--- src/rtl/instr_reg_sched_if.sv ---
// Request bus from the two instruction producers into the scheduler.
// Payload widths: opcode 4 bits, operands 8 bits each.
interface instr_reg_sched_if;
  logic [1:0] req_valid;
  logic [1:0] req_ready;
  logic [3:0] req0_opcode;
  logic [7:0] req0_operand_a;
  logic [7:0] req0_operand_b;
  logic [3:0] req1_opcode;
  logic [7:0] req1_operand_a;
  logic [7:0] req1_operand_b;

  modport master (
    output req_valid, req0_opcode, req0_operand_a, req0_operand_b,
    output req1_opcode, req1_operand_a, req1_operand_b,
    input  req_ready
  );

  modport slave (
    input  req_valid, req0_opcode, req0_operand_a, req0_operand_b,
    input  req1_opcode, req1_operand_a, req1_operand_b,
    output req_ready
  );
endinterface

--- src/rtl/instr_reg_sched.sv ---
// Two-requester instruction register scheduler with a three-state read sequencer.
// Define INSTR_SCHED_FIXED_PRIO_EN to make requester 0 win every tie instead of round-robin.
module instr_reg_sched #(
  parameter int unsigned DEPTH = 32,
  localparam int unsigned AW = $clog2(DEPTH)
) (
  input  logic                 clk,
  input  logic                 reset_n,
  instr_reg_sched_if.slave     req,
  output logic                 load_en,
  output logic [3:0]           opcode,
  output logic [7:0]           operand_a,
  output logic [7:0]           operand_b,
  output logic [AW-1:0]        write_pointer,
  output logic [AW-1:0]        read_pointer,
  input  logic [19:0]          instruction_word,
  output logic                 rd_valid,
  input  logic                 rd_ready,
  output logic [19:0]          rd_word,
  input  logic                 flush,
  output logic [5:0]           count,
  output logic                 full,
  output logic                 empty
);

  typedef enum logic [1:0] {RdIdle, RdAddr, RdData} rd_state_e;

  rd_state_e     state_q, state_d;
  logic          last_q;
  logic          load_q;
  logic [3:0]    opcode_q;
  logic [7:0]    operand_a_q, operand_b_q;
  logic [AW-1:0] wp_q, wr_ptr_q, rd_ptr_q;
  logic [5:0]    count_q, count_d;
  logic          rd_valid_q, rd_valid_d;
  logic [19:0]   rd_word_q, rd_word_d;
  logic [1:0]    grant;
  logic          accept;
  logic          rd_hs;

  always_comb begin
    grant = 2'b00;
    unique case (req.req_valid)
      2'b01:   grant = 2'b01;
      2'b10:   grant = 2'b10;
`ifdef INSTR_SCHED_FIXED_PRIO_EN
      2'b11:   grant = 2'b01;
`else
      2'b11:   grant = last_q ? 2'b01 : 2'b10;
`endif
      default: grant = 2'b00;
    endcase
  end

  assign load_en       = load_q & ~flush;
  assign full          = ({1'b0, count_q} + 7'(load_en)) == 7'(DEPTH);
  assign empty         = (count_q == 6'd0);
  assign req.req_ready = (reset_n && !full && !flush) ? grant : 2'b00;
  assign accept        = |(req.req_valid & req.req_ready);

  assign opcode        = opcode_q;
  assign operand_a     = operand_a_q;
  assign operand_b     = operand_b_q;
  assign write_pointer = wp_q;
  assign read_pointer  = rd_ptr_q;
  assign count         = count_q;
  assign rd_valid      = rd_valid_q;
  assign rd_word       = rd_word_q;

  always_comb begin
    count_d = count_q;
    unique case ({load_en, rd_hs})
      2'b10:   count_d = count_q + 6'd1;
      2'b01:   count_d = count_q - 6'd1;
      default: count_d = count_q;
    endcase
  end

  always_ff @(posedge clk or negedge reset_n) begin
    if (!reset_n) begin
      last_q      <= 1'b1;
      load_q      <= 1'b0;
      opcode_q    <= '0;
      operand_a_q <= '0;
      operand_b_q <= '0;
      wp_q        <= '0;
      wr_ptr_q    <= '0;
      rd_ptr_q    <= '0;
      count_q     <= '0;
    end else begin
      if (accept) last_q <= req.req_ready[1];
      if (flush) begin
        load_q   <= 1'b0;
        wp_q     <= '0;
        wr_ptr_q <= '0;
        rd_ptr_q <= '0;
        count_q  <= '0;
      end else begin
        load_q  <= accept;
        count_q <= count_d;
        if (accept) begin
          opcode_q    <= req.req_ready[1] ? req.req1_opcode    : req.req0_opcode;
          operand_a_q <= req.req_ready[1] ? req.req1_operand_a : req.req0_operand_a;
          operand_b_q <= req.req_ready[1] ? req.req1_operand_b : req.req0_operand_b;
          wp_q        <= wr_ptr_q;
          wr_ptr_q    <= wr_ptr_q + AW'(1);
        end
        if (rd_hs) rd_ptr_q <= rd_ptr_q + AW'(1);
      end
    end
  end

  // Read sequencer: present address, capture data, then hold until the consumer takes it.
  always_comb begin
    state_d    = state_q;
    rd_valid_d = rd_valid_q;
    rd_word_d  = rd_word_q;
    rd_hs      = 1'b0;
    unique case (state_q)
      RdIdle: if (count_q != 6'd0) state_d = RdAddr;
      RdAddr: begin
        state_d    = RdData;
        rd_word_d  = instruction_word;
        rd_valid_d = 1'b1;
      end
      RdData: if (rd_ready) begin
        rd_hs      = 1'b1;
        rd_valid_d = 1'b0;
        state_d    = RdIdle;
      end
      default: state_d = RdIdle;
    endcase
    if (flush) begin
      state_d    = RdIdle;
      rd_valid_d = 1'b0;
      rd_hs      = 1'b0;
    end
  end

  always_ff @(posedge clk or negedge reset_n) begin
    if (!reset_n) begin
      state_q    <= RdIdle;
      rd_valid_q <= 1'b0;
      rd_word_q  <= '0;
    end else begin
      state_q    <= state_d;
      rd_valid_q <= rd_valid_d;
      rd_word_q  <= rd_word_d;
    end
  end

endmodule

--- src/flat_wrapper.sv ---
// flat-port wrapper written by rule: the top's interface ports become plain ports
module instr_reg_sched_flat 
#(
  parameter int unsigned DEPTH = 32,
  localparam int unsigned AW = $clog2(DEPTH)
)
  (clk, reset_n, load_en, opcode, operand_a, operand_b, write_pointer, read_pointer, instruction_word, rd_valid, rd_ready, rd_word, flush, count, full, empty, req_req_valid, req_req0_opcode, req_req0_operand_a, req_req0_operand_b, req_req1_opcode, req_req1_operand_a, req_req1_operand_b, req_req_ready);
  instr_reg_sched_if req_i ();
  input  logic clk;
  input  logic reset_n;
  output logic load_en;
  output logic [3:0] opcode;
  output logic [7:0] operand_a;
  output logic [7:0] operand_b;
  output logic [AW-1:0] write_pointer;
  output logic [AW-1:0] read_pointer;
  input  logic [19:0] instruction_word;
  output logic rd_valid;
  input  logic rd_ready;
  output logic [19:0] rd_word;
  input  logic flush;
  output logic [5:0] count;
  output logic full;
  output logic empty;
  input wire logic [$bits(req_i.req_valid)-1:0] req_req_valid;
  input wire logic [$bits(req_i.req0_opcode)-1:0] req_req0_opcode;
  input wire logic [$bits(req_i.req0_operand_a)-1:0] req_req0_operand_a;
  input wire logic [$bits(req_i.req0_operand_b)-1:0] req_req0_operand_b;
  input wire logic [$bits(req_i.req1_opcode)-1:0] req_req1_opcode;
  input wire logic [$bits(req_i.req1_operand_a)-1:0] req_req1_operand_a;
  input wire logic [$bits(req_i.req1_operand_b)-1:0] req_req1_operand_b;
  output wire logic [$bits(req_i.req_ready)-1:0] req_req_ready;
  assign req_i.req_valid = req_req_valid;
  assign req_i.req0_opcode = req_req0_opcode;
  assign req_i.req0_operand_a = req_req0_operand_a;
  assign req_i.req0_operand_b = req_req0_operand_b;
  assign req_i.req1_opcode = req_req1_opcode;
  assign req_i.req1_operand_a = req_req1_operand_a;
  assign req_i.req1_operand_b = req_req1_operand_b;
  assign req_req_ready = req_i.req_ready;
  instr_reg_sched #(.DEPTH(DEPTH)) u_core (.clk(clk), .reset_n(reset_n), .req(req_i), .load_en(load_en), .opcode(opcode), .operand_a(operand_a), .operand_b(operand_b), .write_pointer(write_pointer), .read_pointer(read_pointer), .instruction_word(instruction_word), .rd_valid(rd_valid), .rd_ready(rd_ready), .rd_word(rd_word), .flush(flush), .count(count), .full(full), .empty(empty));
endmodule
--- config.mk ---
export PLATFORM = sky130hd
export DESIGN_NAME = instr_reg_sched_flat
export DESIGN_NICKNAME = d
export VERILOG_FILES = /design/src/rtl/instr_reg_sched_if.sv /design/src/rtl/instr_reg_sched.sv /design/src/flat_wrapper.sv
export SDC_FILE = /design/constraint.sdc
export NUM_CORES = 1
export LEC_CHECK = 0
export ABC_AREA = 1
export CORE_MARGIN = 3
export CORE_UTILIZATION = 24
export DETAILED_ROUTE_END_ITERATION = 8
export PLACE_DENSITY_LB_ADDON = 0.25
export SLEW_MARGIN = 10
export SYNTH_ARGS = -nofsm -noshare
export SYNTH_HDL_FRONTEND = slang
export SYNTH_SLANG_ARGS = --single-unit
--- constraint.sdc ---
create_clock -name clk -period 2.45 [get_ports clk]
set_input_delay 0.49 -clock clk [delete_from_list [all_inputs] [get_ports clk]]
set_output_delay 0.49 -clock clk [all_outputs]
set_load 0.1 [all_outputs]
==> impl_metrics.toml <==
[logic_synthesis]
yosys-top-cells-area = "dfrtp_1 (47%), nand2_1 (16%), inv_1 (7.9%)"
syn-num-nets = 504
netlist.area_leader.share_pct = 46.8
ys_ff_latch = 66
synthFlopType = "dfrtp_1"
synth_seq_area_share_pct = 47.6
ys_warn_count = 0
yosysMostFrequentCell = "nand2_1"
avgSynthCellArea_um2 = 8.09
netlist_top_cells_count = "nand2_1 (146), inv_1 (73), dfrtp_1 (65)"
synth_edf_count = 0
syn_inst = 429
syn-cell-area_mm2 = 0.00347
async_reset_ff_share_pct = 100
netlist-cell-type-count = 31
yosysTopAreaCell = "dfrtp_1"

[clock_network]
clock_sinks = 66
clkSlewWorstSetupHoldPaths_ns = 0.05
cts_tree = "done"
hold_buffers = 0
cts_buffers = 9
clk_path_buf_depth = 2
cts_max_level = 3
clk_latency_ns = 0.32
cts-root-buf = "clkbuf_16"

[sta]
fmax_mhz = 391
rsz0062_at_grt = "true"
hold_violations = 0
setup_violations = 3
report.final.slew_viol_count = 0
layout_setup_ws_ns = -0.107
worstMarginPinSlew_ns = 0.892
fin_crit_sh_pct = 104
clock_skew_ns = 0.00493
slew_headroom_pct = 40.4
fin_crit_ns = 2.56

[detailed_routing]
drtIter0Drc = 95
wl_per_cell_um = 11.8
drt_first_pass_iters = 4
num_vias = 3122
antenna_left = 0
wl_um = 9020
drc = 0
avgViaCountPerCell = 4.10

[worst_setup_path]
cpMaxStageDelayCell = "dfrtp_1"
rr_worst_depth = 14
cp_max_fo = 3
rrSetupSlack_ns = 0.41
cp-end-kind = "primary output"
worst_setup_path_start_kind = "flip-flop"
r2r_end = "u_core.opcode[1]"
crit_chain = "inv_2, nor2_4, ha_4, ha_4, nor2_2, nand2_1, nor2_2, nand3_2, clkinvlp_4, nor4_4, buf_12"
crit_type = "flip-flop to primary output"
cp.buffers_inverters = 3
worstPathArrival_ns = 2.07
worstPathRequired_ns = 1.96
crit_family = "simple AND/OR/NAND/NOR gates"
r2r_start = "u_core.load_q"
max_stage_delay_ns = 0.38

[placement]
dp.cells = 744
gp_congestion = 0.836
dp_slack_ns = -0.465
post-dp-hpwl_um = 6750
io_buffers = 127

[floorplan]
initial_core_util_pct = 24.7
die_w_um = 126
pin_count = 128
rows = 43
core_mm2 = 0.0140
dieHeight_um = 126
dieArea_mm2 = 0.0159

[layout]
drive_gt1_share_pct = 25.6
synthToLayoutAreaGrowth_pct = 54.2
antenna_cells = 0
multi_input_area_mm2 = 0.00150
fillers = 1442
seq_area_mm2 = 0.00165
fin_cells = 762
fin_util_pct = 38.1
final_nets = 653

[power]
powerDensity_mw_per_mm2 = 1250
p_total_uw = 6670
ir_drop_v = 0.000443
cellLeakagePower_uw = 0.00290

[grt]
grt_pass1_vias = 3181
antenna_found_initial = 0
grt_pass1_wl_um = 15500
grt_max_degree = 67
grt.total_usage_pct = 11.9
grt-ovfl-total = 0

[run]
drv_cap = 0

[worst_hold_path]
min_path_type = "input pin to asynchronous set/reset pin"

[run_status]
violations = "setup timing"
outcome = "finished, violations left"
-- sequential cells by signal, summed over array words and instances, names as in the netlist --
register              count
u_core.rd_word           20
u_core.write_pointer      5
u_core.read_pointer       5
u_core.load_q             1
u_core.wr_ptr_q           5
u_core.operand_b          8
u_core.count              6
u_core.operand_a          8
u_core.rd_valid           1
u_core.opcode             4
u_core.last_q             1
u_core.state_q            2
-- worst reg2reg max path: cells and delay by family (launching register included) --
family                   cells  cell delay [ns]
adder cells (fa/ha/maj)      2             0.37
buffers and inverters        3             0.51
flip-flops                   1             0.38
AND/OR/NAND/NOR              9             0.67
-- cells in the final DEF, fill, tap and decap left out, types with 3 or more instances in the layout --
| master | n |
|---|---|
| nand2_1 | 146 |
| buf_4 | 81 |
| inv_1 | 70 |
| dfrtp_1 | 65 |
| clkdlybuf4s50_1 | 63 |
| nor2_1 | 27 |
| nand3_1 | 20 |
| mux2_2 | 20 |
| clkbuf_16 | 9 |
| a21oi_1 | 7 |
| nor2_2 | 6 |
| ha_1 | 6 |
| buf_12 | 6 |
| o21ai_0 | 5 |
| xnor2_1 | 5 |
| o21ai_1 | 5 |
| inv_2 | 4 |
| nand4_1 | 3 |
| o22ai_1 | 3 |
| clkbuf_8 | 3 |
-- cell families after synthesis --
kind of cell,Yosys count,share of synthesized area [%]
AOI/OAI and AO/OA,23,3.60
adders and majority gates,9,3.46
buffers and inverters,90,11.1
DFF,66,47.6
and+or+nand+nor,214,25.9
xor gates and xnor gates,7,1.77
muxes,20,6.49
-- repair_timing --
item,CTS,global route
resized for setup,4,3
buffers inserted,2,1
pin swaps,2,1
setup endpoints to repair,3,3
-- through the flow --
step | setup TNS (ns) | instance area [um2] | hold slack (ns)
global placement | -5.20 | 5010 | 0.453
CTS | -0.337 | 5340 | 0.445
global route | -0.518 | 5350 | 0.495
finish | -0.226 | 5350 | 0.414
floorplan | -5.31 | 3550 | 0.194
detailed placement | -6.26 | 5010 | 0.464
-- report_power, final --
| group | total, uW | switching, uW | internal, uW |
|---|---|---|---|
| combinational | 3750 | 2820 | 933 |
| clock | 1310 | 449 | 864 |
| sequential | 1600 | 202 | 1400 |
-- metal layers --
layer  track usage (%)  wire length [um]  up-vias
li1                  -                 -     1606
met3              3.56               721       13
met5                 0                 0        -
met2              19.0              4140      100
met4              4.42               143        0
met1              15.4              4020     1403
-- layout make-up --
type / instances / share of cell area [%]
clock buffer: 13 / 5.05
clock inverter: 2 / 0.655
inverter: 76 / 5.47
multi-input combinational: 273 / 28.0
sequential: 66 / 30.9
tap: 180 / 4.21
timing repair buffer: 152 / 25.8
-- how the worst max path moves through the flow --
stage | from | to | slack [ns] | depth (start not counted)
after floorplan | flush | req_req_ready[0] | -1.58 | 10
after global placement | flush | req_req_ready[0] | -0.43 | 11
after detailed placement | flush | req_req_ready[0] | -0.46 | 11
after CTS | u_core.load_q | req_req_ready[0] | -0.15 | 11
after global routing | u_core.load_q | req_req_ready[1] | -0.20 | 12
final | u_core.load_q | req_req_ready[0] | -0.11 | 11
Note: power is estimated with default switching activity, not from simulation.
